## src/rtl/hazard_ctrl_pkg.sv

```systemverilog
// Shared pipeline definitions: register-address width, NOP encoding and
// the hazard controller state type.
package hazard_ctrl_pkg;

  localparam int          REG_ADDR_W = 5;
  localparam logic [31:0] NOP_INSTR  = 32'h0000_0013;

  typedef enum logic [1:0] {
    RUN          = 2'd0,
    FREEZE       = 2'd1,
    FREEZE_REDIR = 2'd2
  } hz_state_e;

endpackage

```

## src/rtl/hazard_ctrl_perf_counter.sv

```systemverilog
// Event counter: increments by one per enabled cycle, wrapping unless the
// saturating variant is selected.
module perf_counter #(
  parameter int CNT_W    = 32,
  parameter bit SATURATE = 1'b0
) (
  input  logic             clk,
  input  logic             rst,
  input  logic             inc,
  output logic [CNT_W-1:0] cnt
);

  logic [CNT_W-1:0] cnt_reg;
  logic             hold;

  assign hold = SATURATE && (&cnt_reg);
  assign cnt  = cnt_reg;

  always_ff @(posedge clk or negedge rst) begin
    if (!rst) begin
      cnt_reg <= '0;
    end else if (inc && !hold) begin
      cnt_reg <= cnt_reg + 1'b1;
    end
  end

endmodule

```

## src/rtl/hazard_ctrl.sv

```systemverilog
// Pipeline hazard controller: memory-busy freeze, taken-branch flush
// (remembered across a freeze) and single-bubble load-use stall.
module hazard_ctrl
  import hazard_ctrl_pkg::*;
#(
  parameter int CNT_W = 32
) (
  input  logic                  clk,
  input  logic                  rst,
  input  logic [REG_ADDR_W-1:0] ID_rs1_addr,
  input  logic [REG_ADDR_W-1:0] ID_rs2_addr,
  input  logic [REG_ADDR_W-1:0] EX_rd_addr,
  input  logic                  EX_MemRead,
  input  logic                  EX_branch_taken,
  input  logic                  IM_stall,
  input  logic                  DM_stall,
  output logic                  PC_write,
  output logic                  IF_ID_write,
  output logic                  ID_EX_write,
  output logic                  EX_MEM_write,
  output logic                  MEM_WB_write,
  output logic                  IF_ID_flush,
  output logic                  ID_EX_flush,
  output logic                  PC_redirect,
  output logic [CNT_W-1:0]      lu_stall_cnt,
  output logic [CNT_W-1:0]      flush_cnt,
  output logic [CNT_W-1:0]      freeze_cnt
);

  hz_state_e state_reg, state_next;

  logic mem_busy;
  logic load_use;
  logic lu_applied;
  logic [2:0] cnt_inc;
  logic [CNT_W-1:0] cnt_val [3];

  assign mem_busy = IM_stall | DM_stall;
  assign load_use = EX_MemRead && (EX_rd_addr != '0) &&
                    ((EX_rd_addr == ID_rs1_addr) || (EX_rd_addr == ID_rs2_addr));

  always_ff @(posedge clk or negedge rst) begin
    if (!rst) begin
      state_reg <= RUN;
    end else begin
      state_reg <= state_next;
    end
  end

  always_comb begin
    state_next   = state_reg;
    PC_write     = 1'b1;
    IF_ID_write  = 1'b1;
    ID_EX_write  = 1'b1;
    EX_MEM_write = 1'b1;
    MEM_WB_write = 1'b1;
    IF_ID_flush  = 1'b0;
    ID_EX_flush  = 1'b0;
    PC_redirect  = 1'b0;
    lu_applied   = 1'b0;

    if (!rst) begin
      state_next = RUN;
    end else if (mem_busy) begin
      PC_write     = 1'b0;
      IF_ID_write  = 1'b0;
      ID_EX_write  = 1'b0;
      EX_MEM_write = 1'b0;
      MEM_WB_write = 1'b0;
      // A branch seen during a freeze must be replayed once the freeze lifts.
      if (EX_branch_taken || state_reg == FREEZE_REDIR) begin
        state_next = FREEZE_REDIR;
      end else begin
        state_next = FREEZE;
      end
    end else begin
      state_next = RUN;
      if (EX_branch_taken || state_reg == FREEZE_REDIR) begin
        PC_redirect = 1'b1;
        IF_ID_flush = 1'b1;
        ID_EX_flush = 1'b1;
      end else if (load_use) begin
        PC_write    = 1'b0;
        IF_ID_write = 1'b0;
        ID_EX_flush = 1'b1;
        lu_applied  = 1'b1;
      end
    end
  end

  assign cnt_inc = {mem_busy, PC_redirect, lu_applied};

  generate
    for (genvar gi = 0; gi < 3; gi++) begin : g_cnt
      perf_counter #(
        .CNT_W   (CNT_W),
        .SATURATE(1'b0)
      ) u_cnt (
        .clk(clk),
        .rst(rst),
        .inc(cnt_inc[gi]),
        .cnt(cnt_val[gi])
      );
    end
  endgenerate

  assign lu_stall_cnt = cnt_val[0];
  assign flush_cnt    = cnt_val[1];
  assign freeze_cnt   = cnt_val[2];

endmodule

```

## config.mk

```make
export PLATFORM = sky130hd
export DESIGN_NAME = hazard_ctrl
export DESIGN_NICKNAME = d
export VERILOG_FILES = /design/src/rtl/hazard_ctrl_pkg.sv /design/src/rtl/hazard_ctrl_perf_counter.sv /design/src/rtl/hazard_ctrl.sv
export SDC_FILE = /design/constraint.sdc
export NUM_CORES = 1
export LEC_CHECK = 0
export ABC_AREA = 1
export BUFFER_PORTS_ARGS = -buffer_cell sky130_fd_sc_hd__buf_2
export CORE_UTILIZATION = 25
export CTS_CLUSTER_SIZE = 30
export DETAILED_ROUTE_END_ITERATION = 8
export GPL_TIMING_DRIVEN = 0
export PLACE_DENSITY_LB_ADDON = 0.1
export SLEW_MARGIN = 20
export SYNTH_ARGS = -nofsm -noshare
export SYNTH_HDL_FRONTEND = slang
export SYNTH_SLANG_ARGS = --single-unit
```

## constraint.sdc

```tcl
create_clock -name clk -period 1.73 [get_ports clk]
set_input_delay 0.2595 -clock clk [delete_from_list [all_inputs] [get_ports clk]]
set_output_delay 0.2595 -clock clk [all_outputs]
set_load 0.01 [all_outputs]
```

# Word-level counts from Yosys, hierarchy flattened
# Cells that the tools add are included.
[word_totals]
register_bits = 98
out_inout_bits = 104
wordCells = 35
in_bits = 21
[classes]
eq_ne = 3
muxes = 19
add_sub_neg = 3
n_reduce_logical = 5
bitwise_logic = 1
[op_table]
columns = ["operator", "count"]
rows = [
  ["$add A32 B1 Y32 const B", 3],
  ["$mux W1", 16],
  ["$eq A5 B5 Y1", 2],
  ["$mux W2", 3],
  ["$reduce_bool A5 Y1", 1],
  ["$eq A2 B2 Y1 const B", 1],
  ["$logic_and A1 B1 Y1", 2],
  ["$logic_or A1 B1 Y1", 2],
  ["$or A1 B1 Y1", 1],
]

# Longest topological paths before layout
# Gate-level depths: netlist of the first run.
[depth]
word_depth = 7
ltp_mapped = 12
ltp_nobuf = 12

# Modules after synthesis
# A second synthesis of the first run with hierarchy kept.
[unflattened]
hier_cells = 761
hier_area_um2 = 5674.2
[modules_own_cells]
columns = ["mod", "n_inst", "seq_area_each_um2", "cells_per_inst", "area_per_inst_um2"]
rows = [
  ["perf_counter", 3, 800.8, 229, 1761.7],
  ["hazard_ctrl", 1, 50.0, 74, 389.1],
]

# Worst setup path after synthesis of the first run
# Ideal clock, no wire load.
[synth_path]
path_type = "flip-flop to flip-flop"
startpoint = "reg g_cnt[0].u_cnt.cnt_reg[0]"
endpoint = "reg g_cnt[0].u_cnt.cnt_reg[28]"
setup_slack_ps = -23
required_time_ps = 1609
path_stages_with_launch = 11
t_arrival_ps = 1632
setup_time_ps = 121
period_less_slack_ps = 1753
n_path_buf = 0
cell_sequence = "dfrtp_1 ha_1 nand3_1 nor2_2 nand2_1 nor2_1 nand2_1 inv_1 nand2_1 o21bai_1 nand2_1"
[synth_between]
elab_chain_len = 1
[synth_rtl]
columns = ["element", "line", "text"]
rows = [
  ["start, declared", "hazard_ctrl_perf_counter.sv:13", "logic [CNT_W-1:0] cnt_reg;"],
  ["start signal, assigned", "hazard_ctrl_perf_counter.sv:23", "cnt_reg <= cnt_reg + 1'b1;"],
  ["$add A32 B1 Y32", "hazard_ctrl_perf_counter.sv:23", ""],
]
# Every way passes these cells.
# A chain may end at the register's enable or synchronous reset.

# Final worst setup path of the first run
[layout_path]
startpoint = "reg state_reg[1]"
endpoint = "out PC_write"
[layout_between]
elab_chain_len = 5
[layout_rtl]
columns = ["element", "line", "text"]
rows = [
  ["start, declared", "hazard_ctrl.sv:30", "hz_state_e state_reg, state_next;"],
  ["start signal, assigned", "hazard_ctrl.sv:46", "state_reg <= state_next;"],
  ["$eq A2 B2 Y1", "hazard_ctrl.sv:78", "if (EX_branch_taken || state_reg == FREEZE_REDIR) begin"],
  ["$logic_or A1 B1 Y1", "hazard_ctrl.sv:78", ""],
  ["$mux W1", "hazard_ctrl.sv:78", ""],
  ["$mux W1", "hazard_ctrl.sv:64", "end else if (mem_busy) begin"],
  ["$mux W1", "hazard_ctrl.sv:62", "if (!rst) begin"],
  ["end, declared", "hazard_ctrl.sv:17", "output logic PC_write,"],
]
# Every way passes these cells.

==> flow_summary.ini, run 1 <==
[run_status]
status = finished, final reports clean

[layout]
largest_reg_flops = 96
final_layout_size_suffix_gt1_share_pct = 28.3
post-route-cell-area_um2 = 7980
syn2layout_area_growth_pct = 35.4
nFillCells = 2500
n_antenna_cell = 0
postLayoutCoreUtil_pct = 34.9
num-nets-final = 995
final_common_cell = nand2_1
final_cell_mix = nand2_1, buf_2, inv_1

[routing]
avgRoutedWirePerCell_um = 13.6
vias_per_cell = 4.19
drcViolationCount = 0
firstDrtPassIters = 4
num_vias = 5403
wl_um = 17600
drt_first_iter_violations = 233
ant_nets = 0

[worst_setup_path]
required_ps = 1470
crit_chain = nand2_2 > nand2_4 > inv_4 > nand3_4 > nand2_2 > nand2_2 > buf_4 > buf_2
rr_startpoint = g_cnt[1].u_cnt.cnt[1]
start_kind = flip-flop
r2r_end = g_cnt[1].u_cnt.cnt[14]
worstSetupPathType = reg2out
end_kind = primary output
crit_arrival_ps = 1420
r2r_slack_ps = 90
crit_fanout = 3
slowest_delay_ps = 380
cpMostUsedCell = nand2_2
crit_slowest_cell = dfrtp_1
crit_start = state_reg[1]
r2r_cells = 9

[yosys]
yosysWarnings = 0
synthArstFlopShare_pct = 100
synth_edf_count = 0
syn_nets = 803
syn-cell-area_um2 = 5890
netlist_instances = 779
netlist.area_leader.share_pct = 41.6
yosys.area.top_type = dfrtp_1
synth_area_leaders = dfrtp_1, nand2_1, inv_1
synth_cell_type_count = 33
yosysSeqAreaShare_pct = 41.6
synth-main-ff-cell = dfrtp_1
ys_seq_elements = 98
synth_area_per_cell_um2 = 7.57

[placed_design]
hpwl_um = 12900
numPortBuffers = 124
postPlaceCellArea_um2 = 6940
gp_congestion = 0.770
pre_cts_ws_ps = -678

[clocking]
cts.sinks = 98
cts_buffers = 9
htree_levels = 3
cts.clk_slew.worst_paths_ps = 70
clkLatencyLatePin_ps = 360
clk_path_buf_depth = 2
ctsRootBufferMaster = clkbuf_16
cts_tree = built

[min_path]
hp-class = in2reg
hold_path_depth = 4
whs_endpoint = g_cnt[2].u_cnt.cnt[1]
hp-start = IM_stall

[die]
fp.dieW_um = 156
core_region_area_um2 = 22800
row_count = 55
die_h_um = 156
die-area_um2 = 24200
start_util_pct = 25.8
io_pins = 125

[timing]
tightest_slew_ps = 496
setup_viol = 0
setup_ws_ps = 54.8
hold_violations = 0
fin_worst_hold_slack_ps = 245
fin_crit_ps = 1680
max_freq_mhz = 597
slew_violations = 0
slew_headroom_pct = 66.8
finClkSkew_ps = 8.58
post-route-period-util_pct = 96.8
final.setup.tns_ps = 0
rsz0062_at_grt = yes

[pwr]
ir_drop_v = 0.000371
power_density_nw_per_um2 = 760
p_leak_nw = 4.08

[job]
maxCapViolCount = 0

[grt]
grt_max_degree = 55
first_global_vias = 5249
grt.overflow.total = 0
antenna_found_initial = 0
grt_pass1_wl_um = 28300
grt_use_total_pct = 15.1
[per-layer routing]
layer | up-vias | wire length (um) | global-route usage (%)
met5 | - | 0 | 0
met4 | 0 | 151 | 3.59
met3 | 10 | 559 | 2.78
met2 | 94 | 8370 | 25.3
met1 | 2484 | 8490 | 20.1
li1 | 2815 | - | -
[power breakdown]
group          internal [W]  total (W)  switching (W)
Clock              0.000997    0.00200       0.000999
Sequential          0.00251    0.00277       0.000258
Combinational      0.000571    0.00130       0.000726
[logic make-up after synthesis]
| family | share of synthesized area [%] |
|---|---|
| AO/OA/AOI/OAI | 4.42 |
| XOR/XNOR | 9.96 |
| adder cells (fa/ha/maj) | 0.637 |
| buffers and inverters | 9.38 |
| flip-flops | 41.6 |
| AND/OR/NAND/NOR | 34.0 |
[area by class of cell]
class | instances | area (um^2) | share of cell area (%)
multi-input cells | 543 | 3100 | 38.8
inverters | 128 | 500 | 6.27
plain buffers | 9 | 86.3 | 1.08
flip-flops and latches | 98 | 2460 | 30.9
clock inverters | 6 | 50.0 | 0.627
repair buffers | 182 | 1160 | 14.6
well taps | 313 | 392 | 4.91
clock buffers | 10 | 229 | 2.87
[synth_stat cells, types with 4 or more instances]
master,n
o21ai_0,9
buf_4,4
inv_1,122
dfrtp_1,98
nand3b_1,5
xnor2_1,31
nand3_1,63
nand2_1,205
nor2_2,8
o21bai_1,28
xor2_1,36
nor2_1,86
nor3_1,24
nand4_1,24
[critical path: cells and delay by family, from the launching register on]
| kind | cells | cell delay [ps] |
|---|---|---|
| flip-flops | 1 | 380 |
| AND/OR/NAND/NOR | 5 | 340 |
| buffers and inverters | 3 | 340 |
[worst max path at each step]
| stage | slack (ps) | endpoint |
|---|---|---|
| floorplan | 10 | g_cnt[0].u_cnt.cnt[28] |
| CTS | 3 | PC_redirect |
| global route | -50 | g_cnt[1].u_cnt.cnt[27] |
| global placement | -2340 | MEM_WB_write |
| finish | 50 | PC_write |
| detailed placement | -680 | MEM_WB_write |
[metrics by stage]
| step | power, W | instances |
|---|---|---|
| 2_1_floorplan | 0.00338 | 779 |
| 3_5_place_dp | 0.00389 | 1217 |
| 3_3_place_gp | 0.00387 | 1216 |
| 6_report | 0.00606 | 1289 |
| 4_1_cts | 0.00602 | 1253 |
| 5_1_grt | 0.00642 | 1289 |
[repair_timing]
| item | CTS | global route |
|---|---|---|
| hold endpoints to repair | 56 | 0 |
| setup endpoints to repair | 53 | 46 |
| cloned | 1 | 1 |
| resized for setup | 36 | 41 |
| setup buffers | 16 | 36 |
| pin swaps | 8 | 23 |
| hold buffers | 3 | 0 |
No activity file was read; power rests on OpenSTA's default activity.
==> inputs of run 2 (changes only) <==
BUFFER_PORTS_ARGS = -buffer_cell sky130_fd_sc_hd__buf_4   (was -buffer_cell sky130_fd_sc_hd__buf_2)
==> flow_summary.ini, run 2 (synthesis results as in run 1) <==
[die]
die_h_um = 156
fp.dieW_um = 156
core_region_area_um2 = 22800
die-area_um2 = 24200
row_count = 55
io_pins = 125
start_util_pct = 25.8

[layout]
multi_input_area_um2 = 3120
final_common_cell = nand2_1
seqCellArea_um2 = 2460
post-route-cell-area_um2 = 8240
nFillCells = 2522
n_antenna_cell = 0
final_layout_size_suffix_gt1_share_pct = 27.7
final_cell_mix = nand2_1, buf_4, inv_1
largest_reg_flops = 96
num-nets-final = 986
syn2layout_area_growth_pct = 39.8

[placed_design]
postPlaceCellArea_um2 = 7250
numPortBuffers = 124
hpwl_um = 13000
gp_congestion = 0.768

[worst_setup_path]
rr_startpoint = g_cnt[1].u_cnt.cnt[10]
worstSetupPathType = reg2out
crit_arrival_ps = 1410
crit_fanout = 3
r2r_cells = 9
required_ps = 1470
r2r_end = g_cnt[1].u_cnt.cnt[27]
end_kind = primary output
start_kind = flip-flop
r2r_slack_ps = 80

[pwr]
power.internal_w = 0.00422
p_leak_nw = 4.13
seqPwrFrac_pct = 44.9
pwr-share-clk_pct = 31.8
power_density_nw_per_um2 = 754
netSwitchingPower_w = 0.00200
comb_power_share_pct = 23.3
switching_share_pct = 32.2
ir_drop_v = 0.000354

[routing]
drcViolationCount = 0
ant_nets = 0
avgRoutedWirePerCell_um = 13.8
drt_first_iter_violations = 205
num_vias = 5423
vias_per_cell = 4.24
firstDrtPassIters = 5
wl_um = 17600

[timing]
final.setup.tns_ps = 0
max_freq_mhz = 599
finClkSkew_ps = 10.6
rsz0062_at_grt = yes
tightest_slew_ps = 606
setup_viol = 0
hold_violations = 0
fin_crit_ps = 1670
post-route-period-util_pct = 96.5
slew_violations = 0
slew_headroom_pct = 59.5
fin_worst_hold_slack_ps = 241

[min_path]
hold_path_depth = 4
whs_endpoint = g_cnt[2].u_cnt.cnt[1]
hp-start = IM_stall
hp-class = in2reg

[grt]
grt.overflow.total = 0
grt_pass1_wl_um = 28300
grt_use_total_pct = 15.1
first_global_vias = 5328
antenna_found_initial = 0
grt_max_degree = 55

[clocking]
cts.sinks = 98
htree_levels = 3
clkLatencyLatePin_ps = 360
cts_buffers = 9
clk_path_buf_depth = 2
cts_tree = built
cts.clk_slew.worst_paths_ps = 70
ctsRootBufferMaster = clkbuf_16

[run_status]
status = finished, final reports clean

[job]
maxCapViolCount = 0
run 2: stage by stage:
stage	cells	setup slack, ps	utilization (%)	total power, W
global route	1280	-48.4	36.1	0.00660
finish	1280	61.0	36.1	0.00622
CTS	1249	-5.69	34.4	0.00617
detailed placement	1217	-678	31.7	0.00402
floorplan	779	13.2	-	0.00338
global placement	1216	-1470	31.6	0.00401
run 2: repair_timing:
item,4_1_cts,5_1_grt
gates cloned,1,0
pin swaps,6,18
hold endpoints to repair,50,0
gates resized for setup,43,40
hold buffers,3,0
setup buffers,12,32
setup endpoints to repair,53,49
run 2: metal layers:
metal	global-route usage, %	wire, um	up-vias	part of all wire [%]
li1	-	-	2797	-
met1	19.8	8410	2520	48
met2	25.2	8410	92	48
met3	2.67	583	14	3.3
met4	4.39	215	0	1.2
met5	0	0	-	0
run 2: cell type report:
type / count / share of cell area (%)
multi-input cells: 543 / 37.9
flip-flops and latches: 98 / 29.9
repair buffers: 173 / 16.9
inverters: 128 / 6.07
well taps: 313 / 4.75
clock buffers: 10 / 2.78
plain buffers: 9 / 1.09
clock inverters: 6 / 0.592
run 2: how the worst max path moves through the flow:
stage	endpoint	cells after the start	startpoint	slack, ps
after floorplan	g_cnt[0].u_cnt.cnt[28]	10	g_cnt[0].u_cnt.cnt[1]	10
after global placement	PC_redirect	9	rst	-1470
after detailed placement	PC_redirect	9	rst	-680
after CTS	PC_redirect	7	state_reg[1]	-6
after global routing	g_cnt[1].u_cnt.cnt[27]	9	g_cnt[1].u_cnt.cnt[10]	-50
final	PC_write	8	state_reg[1]	60
run 2: power groups by stage:
stage,logic [W],clock network (W),registers [W]
finish,0.00145,0.00198,0.00279
global route,0.00161,0.00215,0.00283
CTS,0.00129,0.00209,0.00279
detailed placement,0.00120,0,0.00283
global placement,0.00118,0,0.00283
floorplan,0.000527,0,0.00285
run 2: worst max-delay path, cell delays in order (launching register included):
cell and delay (ps):
dfrtp_1 370, nand2_2 80, nand2_4 80, inv_4 70, nand3_4 80, nand2_2 70, nand2_2 70, buf_6 120
buf_6 110
